File: config.mk
export PLATFORM = sky130hd
export DESIGN_NAME = step_clk_gen
export DESIGN_NICKNAME = d
export VERILOG_FILES = /design/src/rtl/step_clk_gen_pkg.sv /design/src/rtl/step_clk_gen_btn_debounce.sv /design/src/rtl/step_clk_gen.sv
export SDC_FILE = /design/constraint.sdc
export NUM_CORES = 1
export LEC_CHECK = 0
export ABC_AREA = 0
export CAP_MARGIN = 20
export CORE_ASPECT_RATIO = 0.6
export CORE_MARGIN = 8
export CORE_UTILIZATION = 44
export CTS_BUF_LIST = sky130_fd_sc_hd__clkbuf_8
export DETAILED_ROUTE_END_ITERATION = 8
export SETUP_SLACK_MARGIN = 0.3
export SLEW_MARGIN = 15
export SYNTH_ARGS = -nofsm -noshare
export SYNTH_HDL_FRONTEND = slang
export SYNTH_SLANG_ARGS = --single-unit
File: constraint.sdc
create_clock -name clock -period 1.94 [get_ports clock]
set_clock_uncertainty 0.05 [all_clocks]
set_input_delay 0.388 -clock clock [delete_from_list [all_inputs] [get_ports clock]]
set_output_delay 0.388 -clock clock [all_outputs]
set_load 0.05 [all_outputs]
File: src/rtl/step_clk_gen_pkg.sv
// rtl/step_clk_gen_pkg.sv - shared FSM encoding, default parameters and helpers for step_clk_gen
// Purpose: common definitions imported by step_clk_gen and btn_debounce.
// Ports: none (package).
package step_clk_gen_pkg;

  typedef enum logic [1:0] {
    ST_IDLE = 2'd0,
    ST_HIGH = 2'd1,
    ST_LOW  = 2'd2
  } state_t;

  localparam int DEF_DEBOUNCE_CYCLES = 1000000;
  localparam int DEF_PULSE_HIGH      = 4;
  localparam int DEF_RUN_DIV         = 50000000;
  localparam int DEF_CNT_W           = 16;

  // Bits needed for a counter that runs 0..n-1; never less than one bit.
  function automatic int cnt_width(input int n);
    return (n > 1) ? $clog2(n) : 1;
  endfunction

endpackage

File: src/rtl/step_clk_gen_btn_debounce.sv
// rtl/step_clk_gen_btn_debounce.sv - button synchroniser and debounce filter
// Purpose: brings the raw push-button into the clock domain and accepts a
//   new level only after it has been stable for DEBOUNCE_CYCLES clocks.
// Ports:
//   clock      in   system clock
//   Reset      in   asynchronous active-low reset
//   btn        in   raw, bouncy, asynchronous button
//   btn_level  out  debounced button level (registered)
module btn_debounce
  import step_clk_gen_pkg::*;
#(
  parameter int DEBOUNCE_CYCLES = DEF_DEBOUNCE_CYCLES
) (
  input  logic clock,
  input  logic Reset,
  input  logic btn,
  output logic btn_level
);

  localparam int              CW   = cnt_width(DEBOUNCE_CYCLES);
  localparam logic [CW-1:0]   LAST = CW'(DEBOUNCE_CYCLES - 1);

  logic          btn_s1;
  logic          sync_btn;
  logic [CW-1:0] cnt;

  always_ff @(posedge clock or negedge Reset) begin
    if (!Reset) begin
      btn_s1   <= 1'b0;
      sync_btn <= 1'b0;
    end else begin
      btn_s1   <= btn;
      sync_btn <= btn_s1;
    end
  end

  // Any return to the accepted level restarts the stability count, so a
  // bounce shorter than DEBOUNCE_CYCLES can never change btn_level.
  always_ff @(posedge clock or negedge Reset) begin
    if (!Reset) begin
      cnt       <= '0;
      btn_level <= 1'b0;
    end else if (sync_btn == btn_level) begin
      cnt <= '0;
    end else if (cnt == LAST) begin
      btn_level <= sync_btn;
      cnt       <= '0;
    end else begin
      cnt <= cnt + CW'(1);
    end
  end

endmodule

File: src/rtl/step_clk_gen.sv
// rtl/step_clk_gen.sv - single-step / free-run CPU clock generator
// Purpose: produces one fixed-width cpu_clk pulse per debounced button press
//   (step mode) or one pulse every RUN_DIV clocks (run mode).
// Ports:
//   clock       in   board system clock, rising edge
//   Reset       in   asynchronous active-low reset
//   btn         in   raw push-button, asynchronous
//   run_en      in   mode switch, asynchronous (0 = step, 1 = run)
//   cpu_clk     out  generated CPU clock, registered
//   step_pulse  out  one-clock strobe in the cycle cpu_clk rises
//   step_count  out  pulses issued since reset, wraps
//   btn_level   out  debounced button level
module step_clk_gen
  import step_clk_gen_pkg::*;
#(
  parameter int DEBOUNCE_CYCLES = DEF_DEBOUNCE_CYCLES,
  parameter int PULSE_HIGH      = DEF_PULSE_HIGH,
  parameter int RUN_DIV         = DEF_RUN_DIV,
  parameter int CNT_W           = DEF_CNT_W
) (
  input  logic             clock,
  input  logic             Reset,
  input  logic             btn,
  input  logic             run_en,
  output logic             cpu_clk,
  output logic             step_pulse,
  output logic [CNT_W-1:0] step_count,
  output logic             btn_level
);

  localparam int            DW       = cnt_width(RUN_DIV);
  localparam int            PW       = cnt_width(PULSE_HIGH);
  localparam logic [DW-1:0] DIV_LAST = DW'(RUN_DIV - 1);
  localparam logic [PW-1:0] PH_LAST  = PW'(PULSE_HIGH - 1);

  logic          run_s1;
  logic          run_sync;
  logic          btn_level_d;
  logic [DW-1:0] div;
  logic          run_tick;
  logic          step_req;
  logic          req;

  state_t        state;
  state_t        state_nx;
  logic [PW-1:0] pcnt;
  logic [PW-1:0] pcnt_nx;
  logic          cpu_clk_nx;
  logic          fire;

  btn_debounce #(
    .DEBOUNCE_CYCLES(DEBOUNCE_CYCLES)
  ) u_btn_debounce (
    .clock    (clock),
    .Reset    (Reset),
    .btn      (btn),
    .btn_level(btn_level)
  );

  always_ff @(posedge clock or negedge Reset) begin
    if (!Reset) begin
      run_s1      <= 1'b0;
      run_sync    <= 1'b0;
      btn_level_d <= 1'b0;
    end else begin
      run_s1      <= run_en;
      run_sync    <= run_s1;
      btn_level_d <= btn_level;
    end
  end

  // Divider is parked at zero in step mode so run mode always starts with a
  // full RUN_DIV interval before the first pulse.
  always_ff @(posedge clock or negedge Reset) begin
    if (!Reset) begin
      div <= '0;
    end else if (!run_sync) begin
      div <= '0;
    end else if (div == DIV_LAST) begin
      div <= '0;
    end else begin
      div <= div + DW'(1);
    end
  end

  assign run_tick = run_sync & (div == DIV_LAST);
  assign step_req = ~run_sync & btn_level & ~btn_level_d;
  assign req      = run_tick | step_req;

  // Requests are only honoured in IDLE; anything arriving during HIGH or LOW
  // is simply lost, which keeps the minimum low time intact.
  always_comb begin
    state_nx   = state;
    pcnt_nx    = pcnt;
    cpu_clk_nx = cpu_clk;
    fire       = 1'b0;
    case (state)
      ST_IDLE: begin
        cpu_clk_nx = 1'b0;
        if (req) begin
          state_nx   = ST_HIGH;
          pcnt_nx    = '0;
          cpu_clk_nx = 1'b1;
          fire       = 1'b1;
        end
      end
      ST_HIGH: begin
        if (pcnt == PH_LAST) begin
          state_nx   = ST_LOW;
          pcnt_nx    = '0;
          cpu_clk_nx = 1'b0;
        end else begin
          pcnt_nx = pcnt + PW'(1);
        end
      end
      ST_LOW: begin
        cpu_clk_nx = 1'b0;
        if (pcnt == PH_LAST) begin
          state_nx = ST_IDLE;
          pcnt_nx  = '0;
        end else begin
          pcnt_nx = pcnt + PW'(1);
        end
      end
      default: begin
        state_nx   = ST_IDLE;
        pcnt_nx    = '0;
        cpu_clk_nx = 1'b0;
      end
    endcase
  end

  always_ff @(posedge clock or negedge Reset) begin
    if (!Reset) begin
      state      <= ST_IDLE;
      pcnt       <= '0;
      cpu_clk    <= 1'b0;
      step_pulse <= 1'b0;
      step_count <= '0;
    end else begin
      state      <= state_nx;
      pcnt       <= pcnt_nx;
      cpu_clk    <= cpu_clk_nx;
      step_pulse <= fire;
      if (fire) begin
        step_count <= step_count + CNT_W'(1);
      end
    end
  end

endmodule

==> results.toml <==
[worst_setup_path]
worstPathArrival_ns = 2.10
cp.required_ns = 2.13
cp_slowest_cell = "dfrtp_1"
worst_setup_path_end_kind = "flop"
critical_path_buf_inv_count = 1
start_kind = "flop"
worstSetupPathType = "flop to flop"
path_cells = "and4bb_2 -> and4b_2 -> a31oi_4 -> buf_4 -> a21oi_2 -> mux2_2"
cp_top_family = "simple AND/OR/NAND/NOR gates"
worst-path-max-fanout = 6
slowest_delay_ns = 0.38

[synthesis]
ys_top_cells_by_area = "dfrtp_1, xor2_1, nor2_1"
ys.flop_type = "dfrtp_1"
synthTopCellsByCount = "dfrtp_1, nor2_1, xor2_1, nand3_1, nand2_1"
synth.most_common_cell = "dfrtp_1"
netlist_instances = 327
syn_nets = 339
seq_area_frac_synth_pct = 52.5
yosysUniqueCellTypes = 37
netlist_area_um2 = 3530
synth_edf_count = 0
yosysTopAreaCellShare_pct = 52.5
async_flop_share_pct = 100
ys_seq_elements = 74
yosysWarnings = 0
syn_avg_cell_area_um2 = 10.8
yosysTopAreaCell = "dfrtp_1"

[power_and_ir_drop]
power_density_nw_per_um2 = 575
p_leak_uw = 0.00246
vdd_drop_max_mv = 0.295

[worst_hold_path]
hp-class = "flop to flop"

[routing]
route.vias.total = 2712
via_per_inst = 5.12
firstDrtPassIters = 4
ant_nets = 0
drt-initial-drc-count = 137
post_drt_wl_per_cell_um = 15.3
drc_errors = 0
routed_wl_mm = 8.12

[final_layout]
finalNonFillerCells = 530
num_antenna_cells = 0
multi_input_area_um2 = 2210
ff_latch_area_um2 = 1870
area_growth_pct = 50.5
fill_cells = 574
fin_nets = 429
drive_above_1_share_pct = 48.8

[timing]
setup_viol_count_final = 0
tightest_slew_ns = 0.488
setup_tns_ns = 0
rsz0062_at_grt = "yes"
fmax_mhz = 524
setup_ws_ns = 0.0302
period_needed_ns = 1.91
hold_viol = 0
period_share_pct = 98.4
max_slew_margin_pct = 67.5
drv_slew = 0
hold_ws_ns = 0.312

[cts]
cts_tree = "done"
cts_root_buf = "clkbuf_8"
clock_sinks = 74
clk_pin_slew_ns = 0.08
clock_path_buffers = 2
clkLatencyLatePin_ns = 0.36
cts_buffers = 9
htreeDepth = 3

[floorplan]
fp.coreArea_um2 = 7820
fp.dieArea_um2 = 11200
io_pins = 23
rows = 25
initial_core_util_pct = 45.1
die_w_um = 132
die_height_um = 85.4

[place]
place_ws_ns = -0.0152
place_inst = 478
io_buffers = 22
gp_congestion = 0.830
dp.final_hpwl_mm = 4.89

[global_route]
antenna_found_initial = 0
grtUsageTotal_pct = 13.9
first_global_vias = 2474
overflow = 0
grt_max_degree = 37
grt_pass1_wl_mm = 12.4

[status]
status = "finished, final reports clean"

[job]
drv_cap = 0
## sequential cells by signal, indices dropped and copies added (netlist names)
register and flops:
u_btn_debounce.btn_s1 1, u_btn_debounce.btn_level 1, run_s1 1, pcnt 2, step_pulse 1, cpu_clk 1, div 26, run_sync 1
u_btn_debounce.sync_btn 1, btn_level_d 1, step_count 16, u_btn_debounce.cnt 20, state 2
## layout by cell type, fill, tap and decap left out, types with 3 or more instances in the layout
cell / Yosys / layout
buf_12: 0 / 4
nor2_4: 0 / 34
and3_1: 14 / 12
clkbuf_8: 0 / 9
ha_1: 8 / 5
xor2_1: 45 / 39
nand2_1: 19 / 14
nand3_4: 0 / 3
inv_1: 4 / 4
ha_4: 0 / 3
nor4b_4: 0 / 3
dfrtp_1: 74 / 61
nand3_1: 23 / 19
xnor2_1: 12 / 10
buf_8: 0 / 3
mux2_2: 5 / 5
nor2_2: 0 / 6
nor2_1: 55 / 15
xor2_2: 0 / 6
and4_1: 5 / 3
buf_6: 2 / 11
nand4_1: 16 / 16
dfrtp_2: 0 / 13
nand3_2: 2 / 3
nor4_4: 1 / 4
buf_4: 0 / 62
## routing by layer
layer | global-route usage [%] | up-vias | part of all wire (%)
met3 | 5.60 | 5 | 4.6
li1 | - | 1306 | -
met1 | 19.5 | 1354 | 49
met2 | 19.3 | 47 | 46
met4 | 3.52 | 0 | 0.64
met5 | 0 | - | 0
## area by class of cell
class / count / area share [%]
Clock inverter: 7 / 1.77
Sequential cell: 74 / 35.2
Tap cell: 108 / 2.55
Inverter: 4 / 0.283
Timing Repair Buffer: 88 / 16.2
Multi-Input combinational cell: 240 / 41.7
Clock buffer: 9 / 2.33
## cells by family after synthesis
| group | Yosys count | synth area share [%] |
|---|---|---|
| fa+ha+maj | 8 | 2.84 |
| compound gates | 7 | 1.28 |
| simple gates | 163 | 25.8 |
| mux | 5 | 1.60 |
| xor+xnor | 57 | 14.2 |
| buf+inv | 13 | 1.81 |
| flops | 74 | 52.5 |
## report_power, final
part | internal (uW) | total (uW) | leakage (uW) | switching, uW
combinational | 77.1 | 173 | 0.00136 | 96.2
clock | 721 | 1310 | 0.000105 | 587
sequential | 1560 | 1570 | 0.000999 | 16.4
total | 2350 | 3050 | 0.00246 | 700
## worst paths after layout
check	startpoint	endpoint	slack (ns)	depth (start not counted)
worst max-delay path	div[18]	state[1]	0.03	6
worst min-delay path	run_s1	run_sync	0.31	0
worst max register to register	div[18]	state[1]	0.03	6
worst min register to register	run_s1	run_sync	0.31	0
max in group asynchronous	Reset	u_btn_debounce.cnt[13]	0.81	3
min in group asynchronous	Reset	div[19]	0.48	2
## metrics by stage
step                util, %  total power [uW]  area [um^2]
global route           67.9              3180         5310
detailed placement     51.9              1690         4060
CTS                    59.4              3040         4640
finish                 67.9              3050         5310
floorplan                 -              1630         3550
global placement       51.9              1690         4060
## repair_timing
item / CTS / global route
hold endpoints to repair: 33 / 0
setup buffers: 19 / 10
pin swaps: 17 / 56
hold buffers: 1 / 0
cloned: 3 / 3
gates resized for setup: 30 / 131
setup endpoints to repair: 49 / 70
No activity file was read; power rests on OpenSTA's default activity.
